`src/rtl/mul8_pkg.sv`:
```
// Shared types and per-step constants for the nibble-serial 8x8 multiplier.
package mul8_pkg;

    typedef enum logic [1:0] {
        IDLE = 2'd0,
        MUL  = 2'd1,
        DONE = 2'd2
    } mul8_state_t;

    localparam int MUL8_STEPS = 4;

    localparam logic [1:0] MUL8_STEP_LAST = 2'(MUL8_STEPS - 1);

    // Bit n selects the high nibble for step n.
    localparam logic [3:0] MUL8_A_HI = 4'b1100;
    localparam logic [3:0] MUL8_B_HI = 4'b1010;

    function automatic logic [3:0] mul8_shift(input logic [1:0] step);
        logic [3:0] sh;
        sh = 4'd0;
        unique case (step)
            2'd0: sh = 4'd0;
            2'd1: sh = 4'd4;
            2'd2: sh = 4'd4;
            2'd3: sh = 4'd8;
        endcase
        return sh;
    endfunction

endpackage

```
`src/rtl/mul8_nibble_seq_mult4.sv`:
```
// 4x4 unsigned combinational multiplier built from shifted AND rows.
module Multiple_4bit (
    input  logic [3:0] a,
    input  logic [3:0] b,
    output logic [7:0] p
);

    always_comb begin
        p = 8'd0;
        for (int i = 0; i < 4; i++) begin
            if (b[i]) begin
                p = p + (8'(a) << i);
            end
        end
    end

endmodule

```
`src/rtl/mul8_nibble_seq.sv`:
```
// Sequential 8x8 unsigned multiplier: four nibble partial products
// through one shared 4x4 multiplier, shift-accumulated into 16 bits.
module mul8_nibble_seq
    import mul8_pkg::*;
#(
    parameter int PIPE_PP = 0
) (
    input  logic        clk,
    input  logic        rst_n,
    input  logic        in_valid,
    output logic        in_ready,
    input  logic [7:0]  a,
    input  logic [7:0]  b,
    output logic        out_valid,
    input  logic        out_ready,
    output logic [15:0] product,
    output logic        busy
);

    mul8_state_t state;
    logic [7:0]  a_q;
    logic [7:0]  b_q;
    logic [15:0] acc;
    logic [1:0]  step;
    logic [7:0]  pp_q;
    logic [3:0]  sh_q;
    logic        pp_vld;
    logic        pp_done;

    logic [3:0]  a_nib;
    logic [3:0]  b_nib;
    logic [7:0]  pp;
    logic [3:0]  shift;
    logic [15:0] term;
    logic [15:0] sum;
    logic        acc_en;
    logic        load_en;
    logic        last;

    assign a_nib = MUL8_A_HI[step] ? a_q[7:4] : a_q[3:0];
    assign b_nib = MUL8_B_HI[step] ? b_q[7:4] : b_q[3:0];
    assign shift = mul8_shift(step);

    Multiple_4bit u_mult (
        .a (a_nib),
        .b (b_nib),
        .p (pp)
    );

    // With the pp register, accumulation trails the load by one edge.
    assign term    = (PIPE_PP != 0) ? (16'(pp_q) << sh_q)
                                    : (16'(pp) << shift);
    assign sum     = acc + term;
    assign acc_en  = (PIPE_PP != 0) ? pp_vld : 1'b1;
    assign load_en = (PIPE_PP != 0) ? !pp_done : 1'b1;
    assign last    = (PIPE_PP != 0) ? pp_done
                                    : (step == MUL8_STEP_LAST);

    always_ff @(posedge clk or negedge rst_n) begin
        if (!rst_n) begin
            state     <= IDLE;
            a_q       <= 8'd0;
            b_q       <= 8'd0;
            acc       <= 16'd0;
            step      <= 2'd0;
            pp_q      <= 8'd0;
            sh_q      <= 4'd0;
            pp_vld    <= 1'b0;
            pp_done   <= 1'b0;
            in_ready  <= 1'b1;
            out_valid <= 1'b0;
            product   <= 16'd0;
            busy      <= 1'b0;
        end else begin
            unique case (state)
                IDLE: begin
                    if (in_valid) begin
                        a_q      <= a;
                        b_q      <= b;
                        acc      <= 16'd0;
                        step     <= 2'd0;
                        pp_vld   <= 1'b0;
                        pp_done  <= 1'b0;
                        state    <= MUL;
                        in_ready <= 1'b0;
                        busy     <= 1'b1;
                    end
                end
                MUL: begin
                    if (load_en) begin
                        pp_q   <= pp;
                        sh_q   <= shift;
                        pp_vld <= 1'b1;
                        if (step == MUL8_STEP_LAST) begin
                            pp_done <= 1'b1;
                        end else begin
                            step <= step + 2'd1;
                        end
                    end
                    if (acc_en) begin
                        acc <= sum;
                    end
                    if (last) begin
                        product   <= sum;
                        out_valid <= 1'b1;
                        state     <= DONE;
                    end
                end
                DONE: begin
                    if (out_ready) begin
                        out_valid <= 1'b0;
                        in_ready  <= 1'b1;
                        busy      <= 1'b0;
                        state     <= IDLE;
                    end
                end
                default: begin
                    state     <= IDLE;
                    in_ready  <= 1'b1;
                    out_valid <= 1'b0;
                    busy      <= 1'b0;
                end
            endcase
        end
    end

endmodule

```
`config.mk`:
```
export PLATFORM = sky130hd
export DESIGN_NAME = mul8_nibble_seq
export DESIGN_NICKNAME = d
export VERILOG_FILES = /design/src/rtl/mul8_pkg.sv /design/src/rtl/mul8_nibble_seq_mult4.sv /design/src/rtl/mul8_nibble_seq.sv
export SDC_FILE = /design/constraint.sdc
export NUM_CORES = 1
export LEC_CHECK = 0
export BUFFER_PORTS_ARGS = -buffer_cell sky130_fd_sc_hd__buf_2
export CAP_MARGIN = 20
export CORE_AREA = 5 5 97 99
export DETAILED_ROUTE_END_ITERATION = 12
export DIE_AREA = 0 0 102 104
export SLEW_MARGIN = 30
export SYNTH_ARGS = -nofsm -noshare
export SYNTH_HDL_FRONTEND = slang
export SYNTH_HIERARCHICAL = 1
export SYNTH_SLANG_ARGS = --single-unit
```
`constraint.sdc`:
```
create_clock -name clk -period 7.57 [get_ports clk]
set_clock_uncertainty 0.2 [all_clocks]
set_input_delay 0 -clock clk [delete_from_list [all_inputs] [get_ports clk]]
set_output_delay 0 -clock clk [all_outputs]
set_load 0.05 [all_outputs]
```
=== Word level (Yosys, flattened, before mapping) ===
Cells that the tools add are included.

* $add $sub $neg: 5
* Multiply operators: 0
* Divide/modulo/power cells: 0
* Magnitude comparators: 1
* Eq/ne operators: 9
* Shift operators: 1
* Mux-type cells: 28
* Bitwise gates (word level): 2
* Reductions and logical operators: 11

{| class="wikitable"
|+ Operators with widths
! operator !! count
|-
| $pmux W16 S2 || 1
|-
| $mux W8 || 3
|-
| $add A16 B16 Y16 || 1
|-
| $mux W16 || 1
|-
| $shl A8 B4 Y16 || 1
|-
| $mux W4 || 3
|-
| $pmux W4 S3 || 1
|-
| $reduce_and A3 Y1 || 4
|-
| $mux W2 || 5
|-
| $pmux W1 S3 || 3
|-
| $add A8 B5 Y8 || 1
|-
| $add A8 B6 Y8 || 1
|-
| $add A8 B7 Y8 || 1
|-
| $ne A2 B2 Y1 const B || 4
|-
| $mux W1 || 7
|-
| $eq A2 B2 Y1 const B || 3
|-
| $pmux W2 S3 || 1
|-
| $reduce_and A2 Y1 || 3
|-
| $bmux W1 S2 || 2
|-
| $eq A2 B1 Y1 const B || 2
|-
| $logic_not A2 Y1 || 2
|-
| $pmux W2 S2 || 1
|-
| $lt A2 B3 Y1 const B || 1
|-
| $add A2 B1 Y2 const B || 1
|-
| other kinds (3) || 4
|}

* Flip-flop bits (word level): 55
* Latch bits: 0
* RAM bits: 0
* ROM bits: 0
* Word-level logic and storage cells: 66
* Memories: 0

=== Depth between registers and ports, before layout ===
Gate-level depths: netlist (run 1).

* Word-level depth: 13
* Gate-level depth with buffers: 27

=== Cells and area by module ===
The synthesis (run 1) kept the hierarchy.

{| class="wikitable"
|+ By module, submodules not included
! module !! instances !! cells an instance !! area an instance (µm²) !! seq. area each (µm²)
|-
| mul8_nibble_seq || 1 || 293 || 3096.7 || 1377.6
|-
| Multiple_4bit || 1 || 69 || 563.0 || 0.0
|}

=== Worst setup path before layout (run 1) ===
Ideal clock, no wire load.

* Path kind: register to register
* Start: reg step[1]
* End: reg acc[15]
* Data arrival time: 5401 ps
* Data required time: 7246 ps
* Slack: 1845 ps
* Stages on the path, launching flop included: 24
* Buffers on the path: 0
* Path through: dfrtp_1 mux2_2 and2_1 ha_1 inv_1 fa_1 mux2i_1 ha_1 inv_1 fa_1 nand2_1 a21boi_1 ha_1 fa_1 mux2_1 mux2i_1 nor2_1 ha_1 a21o_1 a31oi_2 a21oi_2 o32a_4 mux2i_1 a211o_1

* Longest elaborated chain between the ends: 13
* Elaborated cells on any way between the ends: 22

{| class="wikitable"
|+ Ends and longest elaborated chain
! what !! line !! source
|-
| start: declaration || mul8_nibble_seq.sv:24 || <nowiki>logic [1:0] step;</nowiki>
|-
| start signal: assignment || mul8_nibble_seq.sv:97 || <nowiki>step <= step + 2'd1;</nowiki>
|-
| $bmux W1 S2 * || mul8_nibble_seq.sv:40 || <nowiki>assign a_nib = MUL8_A_HI[step] ? a_q[7:4] : a_q[3:0];</nowiki>
|-
| $mux W1 (implied by the code) * || mul8_nibble_seq.sv:40 ||
|-
| $mux W4 * || mul8_nibble_seq.sv:40 ||
|-
| net a_nib[1] || mul8_nibble_seq.sv:30 || <nowiki>logic [3:0] a_nib;</nowiki>
|-
| $mux W4 || mul8_nibble_seq_mult4.sv:11 || <nowiki>if (b[i]) begin</nowiki>
|-
| $add A8 B5 Y8 || mul8_nibble_seq_mult4.sv:12 || <nowiki>p = p + (8'(a) << i);</nowiki>
|-
| $mux W8 || mul8_nibble_seq_mult4.sv:11 ||
|-
| $add A8 B6 Y8 || mul8_nibble_seq_mult4.sv:12 ||
|-
| $mux W8 || mul8_nibble_seq_mult4.sv:11 ||
|-
| $add A8 B7 Y8 || mul8_nibble_seq_mult4.sv:12 ||
|-
| $mux W8 * || mul8_nibble_seq_mult4.sv:11 ||
|-
| net pp[4] || mul8_nibble_seq.sv:32 || <nowiki>logic [7:0] pp;</nowiki>
|-
| $shl A8 B4 Y16 * || mul8_nibble_seq.sv:52 || <nowiki>: (16'(pp) << shift);</nowiki>
|-
| $add A16 B16 Y16 * || mul8_nibble_seq.sv:53 || <nowiki>assign sum = acc + term;</nowiki>
|-
| $pmux W16 S2 * || mul8_nibble_seq.sv:75 || <nowiki>unique case (state)</nowiki>
|-
| end signal: assignment || mul8_nibble_seq.sv:101 || <nowiki>acc <= sum;</nowiki>
|-
| end: declaration || mul8_nibble_seq.sv:23 || <nowiki>logic [15:0] acc;</nowiki>
|}

Mark *: on every way through the listed nets, which the timed path passes. The rest lies on a longest branch. The select of a mux whose other input is x is not followed.
A chain may end at the register's enable or synchronous reset.

=== Worst setup path after layout (run 1) ===
Same ends and word-level chain as after synthesis.

==> summary.md, run 1 <==
| Metric | Value |
|---|---|
| Area Overhead vs Synth | 16.1% |
| Simple-Gate Fraction of Synth Area | roughly an eighth |
| Total track usage | 16.2% |
| First-pass GRT wire length | 13700 um |
| Synth cell types | 51 |
| Total congestion overflow | 0 |
| CTS tree | built |
| Hold WS | 0.159 ns |
| Combinational family with the most area after synthesis | compound AO/OA/AOI/OAI gates |
| Number of enable flip-flop cells after synthesis | 0 |
| Outcome | finished, final reports clean |
| Largest net degree at the start of global routing | 56 |
| Max cap viols | 0 |
| Worst Tran Pin Value | 0.706 ns |
| Final ANT Viol Nets | 0 |
| Synth Instances | about 360 |
| Core area | 0.00847 mm2 |
| Slew Viols, Final | 0 |
| Compound-gate portion of the synthesized area | 16.6% |
| Asr flop ratio synth | 100% |
| Synth Net Count | 414 |
| CP Data Arrival Time | 6.19 ns |
| Multiplexer share of the synthesized area | 13.9% |
| Filler instances | 802 |
| Ys flop type | dfrtp_1 |
| Max clock buf depth | 2 |
| Die ar. | 0.0106 mm2 |
| Hold Fails Final Rpt | 0 |
| R2r setup slk | around 1.4 ns |
| F_max | 0.162 GHz |
| Total number of vias | 2767 |
| Sequential element share of the synthesized area | 37.6% |
| CTS root buffer | clkbuf_8 |
| DR pass1 iterations | 4 |
| DRC | 0 |
| Cell Area, Synth | 0.00366 mm2 |
| Fin crit share | 81.8% |
| DIE HEIGHT | 104 um |
| Crit Path Class | flop to flop |
| Wirelength per Cell | 15.2 um |
| Xor and xnor area share after synthesis | 4.99% |
| Fin crit period | 6.19 ns |
| CTS clk-pin slew, worst paths | 0.10 ns |
| Fraction of synthesized cell area taken by the top area cell type | approximately 37% |
| Setup TNS | 0 ns |
| Clock sinks | 55 |
| Cells after DPL | 499 |
| Worst Setup Start Kind | flop |
| Yosys warning count | 6 |
| Hold WC Path Type | input port to asynchronous set/reset pin |
| RSZ-0062 raised after global routing | false |
| Layout Cells excl Fill | 527 |
| CP max FO | 7 |
| HPWL Detailed | 5860 um |
| Worst reg2reg path depth | 23 |
| Initial Util | 43.2% |
| Diodes inserted | 0 |
| Initial antenna violation count | 0 |
| Share of cells above drive strength 1 | 19.1% |
| Row cnt | 34 |
| Via-to-Cell Ratio | ~5.3 |
| Adder-Cell Fraction of Synth Area | about an eighth |
| Critical Path RT | 7.57 ns |
| Worst setup margin | ~1.4 ns |
| Num CTS Buffers | 5 |
| Clock Latency Late Sink | roughly 0.31 ns |
| Final Setup Violations | 0 |
| Leading post-synthesis cells by cell area | dfrtp_1 37%, ha_1 9.6%, mux2_2 6.2% |
| DRT Wirelength | 8030 um |
| Vias in the first global route | 2789 |
| Dpl ws | 1.35 ns |
| Setup crit end kind | flop |
| 1st-iter DRT viols | 123 |
| Dominant cell type by area after synthesis | dfrtp_1 |
| IO buf count | 38 |
| Number of synthesized register bits | 55 |
| Width of the die | approximately 100 um |
| Post-layout nets | 470 |
| Avg Inst Size Synth | 10.1 um2 |
| I/O pins | 39 |
| Clock H-tree levels | 2 |
| Placer Congestion | 0.847 |
| Slew HR | between 50% and 60% |
## worst max-delay path, cell delays in order, from the launching register on
cell and delay [ns]:
dfrtp_1 0.50, mux2_2 0.44, and2_1 0.20, ha_1 0.20, inv_1 0.07, fa_1 0.42, mux2i_1 0.20, ha_1 0.20
inv_1 0.06, fa_1 0.47, nand2_1 0.07, a21boi_1 0.13, ha_1 0.21, fa_1 0.42, mux2_1 0.32, mux2i_1 0.19
nor2_1 0.07, ha_1 0.35, a21o_1 0.23, a31oi_2 0.22, a21oi_2 0.12, o32a_4 0.40, mux2i_1 0.13, a211o_1 0.26
## synthesized netlist by cell type (2+ instances only)
library cell and n:
nor3_1 5, nor2_1 19, o21bai_1 3, mux2_2 20, buf_2 3, fa_1 4
a22o_1 12, ha_1 28, and3_1 2, xnor2_1 12, xor2_1 7, o21a_1 2
nand4_1 2, o21ai_0 7, a21o_1 7, nand2b_1 2, a21oi_1 24, mux2i_1 8
nand3_1 4, and2_1 8, dfrtp_1 54, clkbuf_1 9, a31oi_1 3, o31ai_1 2
nand2_1 37, mux2_1 18, o21ai_1 17, inv_1 12, a21boi_1 2, nor2b_1 8
## per-stage QoR
| stage | cell area [um2] | utilization, % |
|---|---|---|
| 3_5_place_dp | 3960 | 46.8 |
| 5_1_grt | 4250 | 50.2 |
| 3_3_place_gp | 3960 | 46.8 |
| 2_1_floorplan | 3660 | - |
| 4_1_cts | 4250 | 50.2 |
| 6_report | 4250 | 50.2 |
## placed cells by master (no fill, tap or decap), types with 3 or more instances in the layout
cell	n
o21bai_1	3
xor2_1	7
buf_4	4
nand3_1	4
dlygate4sd3_1	20
nor2_1	19
o21ai_0	7
inv_1	12
clkbuf_8	5
a21oi_1	24
xnor2_1	12
nand2_1	37
o21ai_1	17
fa_1	4
a21o_1	7
nor2b_1	7
dfrtp_1	54
mux2_1	18
mux2i_1	8
and2_1	8
buf_2	38
nor3_1	5
ha_1	28
a22o_1	12
a31oi_1	3
mux2_2	20
## final cells by class
type	instances	area, um2	area share, %
multi-input cells	282	2180	51.4
flip-flops and latches	55	1380	32.4
repair buffers	62	420	9.89
well taps	108	135	3.18
clock buffers	5	68.8	1.62
inverters	12	45.0	1.06
clock inverters	3	20.0	0.471
## worst paths after layout
check | to | from
worst max register to register | acc[15] | step[1]
max in group asynchronous | acc[11] | rst_n
worst min register to register | product[8] | product[8]
worst min-delay path | a_q[6] | rst_n
worst max-delay path | acc[15] | step[1]
min in group clk | a_q[3] | a[3]
## flip-flops by register name, summed over array words and instances, names as in the netlist
register / flops
busy: 1
state: 2
b_q: 8
acc: 16
out_valid: 1
product: 16
in_ready: 1
a_q: 8
step: 2
## routing by layer
layer	up-vias	track usage (%)	routed length, um
li1	1399	-	-
met1	1310	23.3	4010
met2	47	25.3	3600
met3	11	2.62	290
met4	0	3.75	119
met5	-	0	0
## logic make-up after synthesis
family | Yosys count
buf+inv | 25
fa+ha+maj | 33
xor+xnor | 20
mux | 46
compound gates | 90
flops | 55
simple gates | 93
## repair_timing
| item | CTS | global route |
|---|---|---|
| setup buffers | 0 | 0 |
| hold buffers | 20 | 0 |
| hold endpoints to repair | 80 | 0 |
| gates resized for setup | 0 | 0 |
Power of run 1 is not shown: default switching activity piles up to over one toggle a cycle in this logic, so the estimate is an artifact.
==> run 2: changes to the inputs <==
clock period = 5.3 ns   (was 7.57 ns; I/O delays follow)
==> run 2 against run 1 <==
The flow now finishes with violations (negative setup slack). Final area rose by 23%. Via count grew 13%. Sequential cell count is the same. Maximum frequency up 8.7%. Global-route usage is 1.4 points higher. Sequential share of layout area down 6.0 points. Worst setup slack got worse by 1.8 ns. Register-to-register slack worse by 1.8 ns. Critical path type unchanged. Critical endpoint is now product[15]. Largest cell class unchanged.
==> summary.md, run 2 (same netlist as run 1, synthesis figures left out) <==
| Metric | Value |
|---|---|
| Total congestion overflow | 0 (unchanged) |
| Diodes inserted | 0 (unchanged) |
| Num CTS Buffers | 5 (unchanged) |
| DRC | 0 (unchanged) |
| Max clock buf depth | 2 (unchanged) |
| CP delay by family, top | adder cells |
| CTS tree | built |
| Row cnt | 34 (unchanged) |
| Crit path buf inv count | 4 (+2) |
| CP Data Arrival Time | 5.67 ns (-0.52 ns) |
| IO buf count | 38 (unchanged) |
| DR pass1 iterations | 4 (unchanged) |
| Slew Viols, Final | 0 (unchanged) |
| I/O pins | 39 (unchanged) |
| RSZ-0062 raised after global routing | true |
| Clock sinks | 55 (unchanged) |
| Biggest regs | acc (16), product (16) |
| CP max-delay cell | fa_2 |
| Worst reg2reg path depth | 27 (+17%) |
| Total number of vias | 3121 (+13%) |
| DIE HEIGHT | 104 um (unchanged) |
| R2r setup slk | -0.40 ns (-1.78 ns) |
| 1st-iter DRT viols | 128 (+4.1%) |
| Hold Fails Final Rpt | 0 (unchanged) |
| Failing checks | negative setup slack |
| Share of cells above drive strength 1 | 45.0% (+26 points) |
| HPWL Detailed | 6400 um (+9.3%) |
| Area Overhead vs Synth | 42.8% |
| Largest net degree at the start of global routing | 56 (unchanged) |
| Max cap viols | 0 (unchanged) |
| Met3 usage | 2.88% (+0.27 points) |
| Die ar. | 0.0106 mm2 (unchanged) |
| Vias in the first global route | 3235 (+16%) |
| Fin crit period | 5.70 ns (-0.494 ns) |
| Initial antenna violation count | 0 (unchanged) |
| Reg-to-reg critical path startpoint | step[1] |
| Hold WS | 0.145 ns (-0.0140 ns) |
| Slew HR | 52.9% (about the same) |
| Worst setup margin | -0.397 ns (-1.78 ns) |
| Worst Setup Start Kind | flop |
| Commonest non-fill, non-tap cell in the layout | buf_4 |
| Final ANT Viol Nets | 0 (unchanged) |
| Setup crit end kind | flop |
| Crit Path Class | flop to flop |
| CP max FO | 5 (-2) |
| Routing usage on met2 | 29.9% (+4.5 points) |
| Cells after DPL | 561 (+12%) |
| Most Used Layer, Global Route | met2 |
| Met1 usage | 23.0% (-0.23 points) |
| DRT Wirelength | 9250 um (+15%) |
| Core area | 0.00847 mm2 (unchanged) |
| Placer Congestion | 0.878 (+3.6%) |
| Fin crit share | 107% (+26 points) |
| Layout Cells excl Fill | 606 (+15%) |
| Clock Latency Late Sink | 0.32 ns (about the same) |
| Outcome | finished with violations |
| Via-to-Cell Ratio | 5.15 (-1.9%) |
| CTS clk-pin slew, worst paths | 0.11 ns (about the same) |
| Critical Path Max Stage Delay | 0.56 ns (+0.06 ns) |
| Final Setup Violations | 22 (+22) |
| RR Endpoint | product[15] |
| Width of the die | 102 um (unchanged) |
| Initial Util | 43.2% (unchanged) |
| First-pass GRT wire length | 15200 um (+11%) |
| Hold WC Path Type | input port to asynchronous set/reset pin |
| Worst Tran Pin Value | 0.706 ns (+0.000552 ns) |
| CTS root buffer | clkbuf_8 |
| Wirelength per Cell | 15.3 um (+0.22%) |
| Total track usage | 17.6% (+1.4 points) |
| F_max | 0.176 GHz (+8.7%) |
| Critical Path RT | 5.28 ns (-2.29 ns) |
| Clock H-tree levels | 2 (unchanged) |
| Post-layout nets | 549 (+17%) |
| Commonest cells after routing, fill and taps aside | 77 x buf_4, 52 x dfrtp_1, 38 x buf_2 |
run 2: per-layer routing:
metal / up-vias / routed length [um] / share of wire (%)
met5: - / 0 / 0
met4: 0 / 133 / 1.4
met3: 12 / 236 / 2.6
met2: 43 / 4660 / 50
met1: 1503 / 4220 / 46
li1: 1563 / - / -
run 2: per-stage QoR:
step / TNS (ns) / setup WS, ns / utilization [%] / cell area [um2]
after detailed placement: -8.09 / -0.494 / 52.7 / 4470
after global routing: -11.18 / -0.651 / 61.7 / 5230
after floorplan: -0.686 / -0.207 / - / 3700
final: -6.12 / -0.397 / 61.7 / 5230
after global placement: -6.84 / -0.438 / 52.7 / 4470
after CTS: -5.89 / -0.392 / 58.4 / 4950
run 2: timing repair:
item | in CTS | in global routing
endpoints found under the hold margin | 77 | 0
buffers inserted | 10 | 8
hold buffers | 20 | 0
resized for setup | 27 | 45
setup endpoints to repair | 22 | 24
pin swaps | 18 | 18
run 2: layout make-up:
| cell class | instances | area (um2) |
|---|---|---|
| flip-flops and latches | 55 | 1380 |
| repair buffers | 141 | 1040 |
| fillers | 676 | 3240 |
| multi-input cells | 282 | 2540 |
| clock buffers | 5 | 68.8 |
| well taps | 108 | 135 |
| clock inverters | 3 | 23.8 |
| inverters | 12 | 47.5 |
run 2: worst reg2reg max path, stage by stage (launching register included):
cell	delay, ns
dfrtp_2	0.46
mux2_4	0.22
and2_4	0.15
ha_4	0.13
inv_2	0.04
fa_2	0.56
mux2i_2	0.09
ha_2	0.20
buf_4	0.12
buf_4	0.12
a21o_1	0.18
a21oi_2	0.14
xor2_1	0.21
o21ai_1	0.13
ha_1	0.32
a21oi_2	0.14
nand2_1	0.09
xor2_1	0.14
mux2_4	0.27
mux2i_2	0.18
nor2_1	0.08
ha_1	0.36
buf_6	0.14
nand4_1	0.12
a21oi_4	0.05
o32a_4	0.40
mux2i_1	0.20
o211ai_1	0.12
run 2: worst max path at each step:
stage	slack (ns)	cells past startpoint	endpoint	start
floorplan	-0.21	23	acc[15]	step[1]
global placement	-0.44	23	product[13]	step[0]
detailed placement	-0.49	26	acc[15]	step[1]
CTS	-0.39	24	acc[15]	step[1]
global route	-0.65	25	product[9]	step[1]
finish	-0.40	27	product[15]	step[1]
Power of run 2 is left out for the same reason.
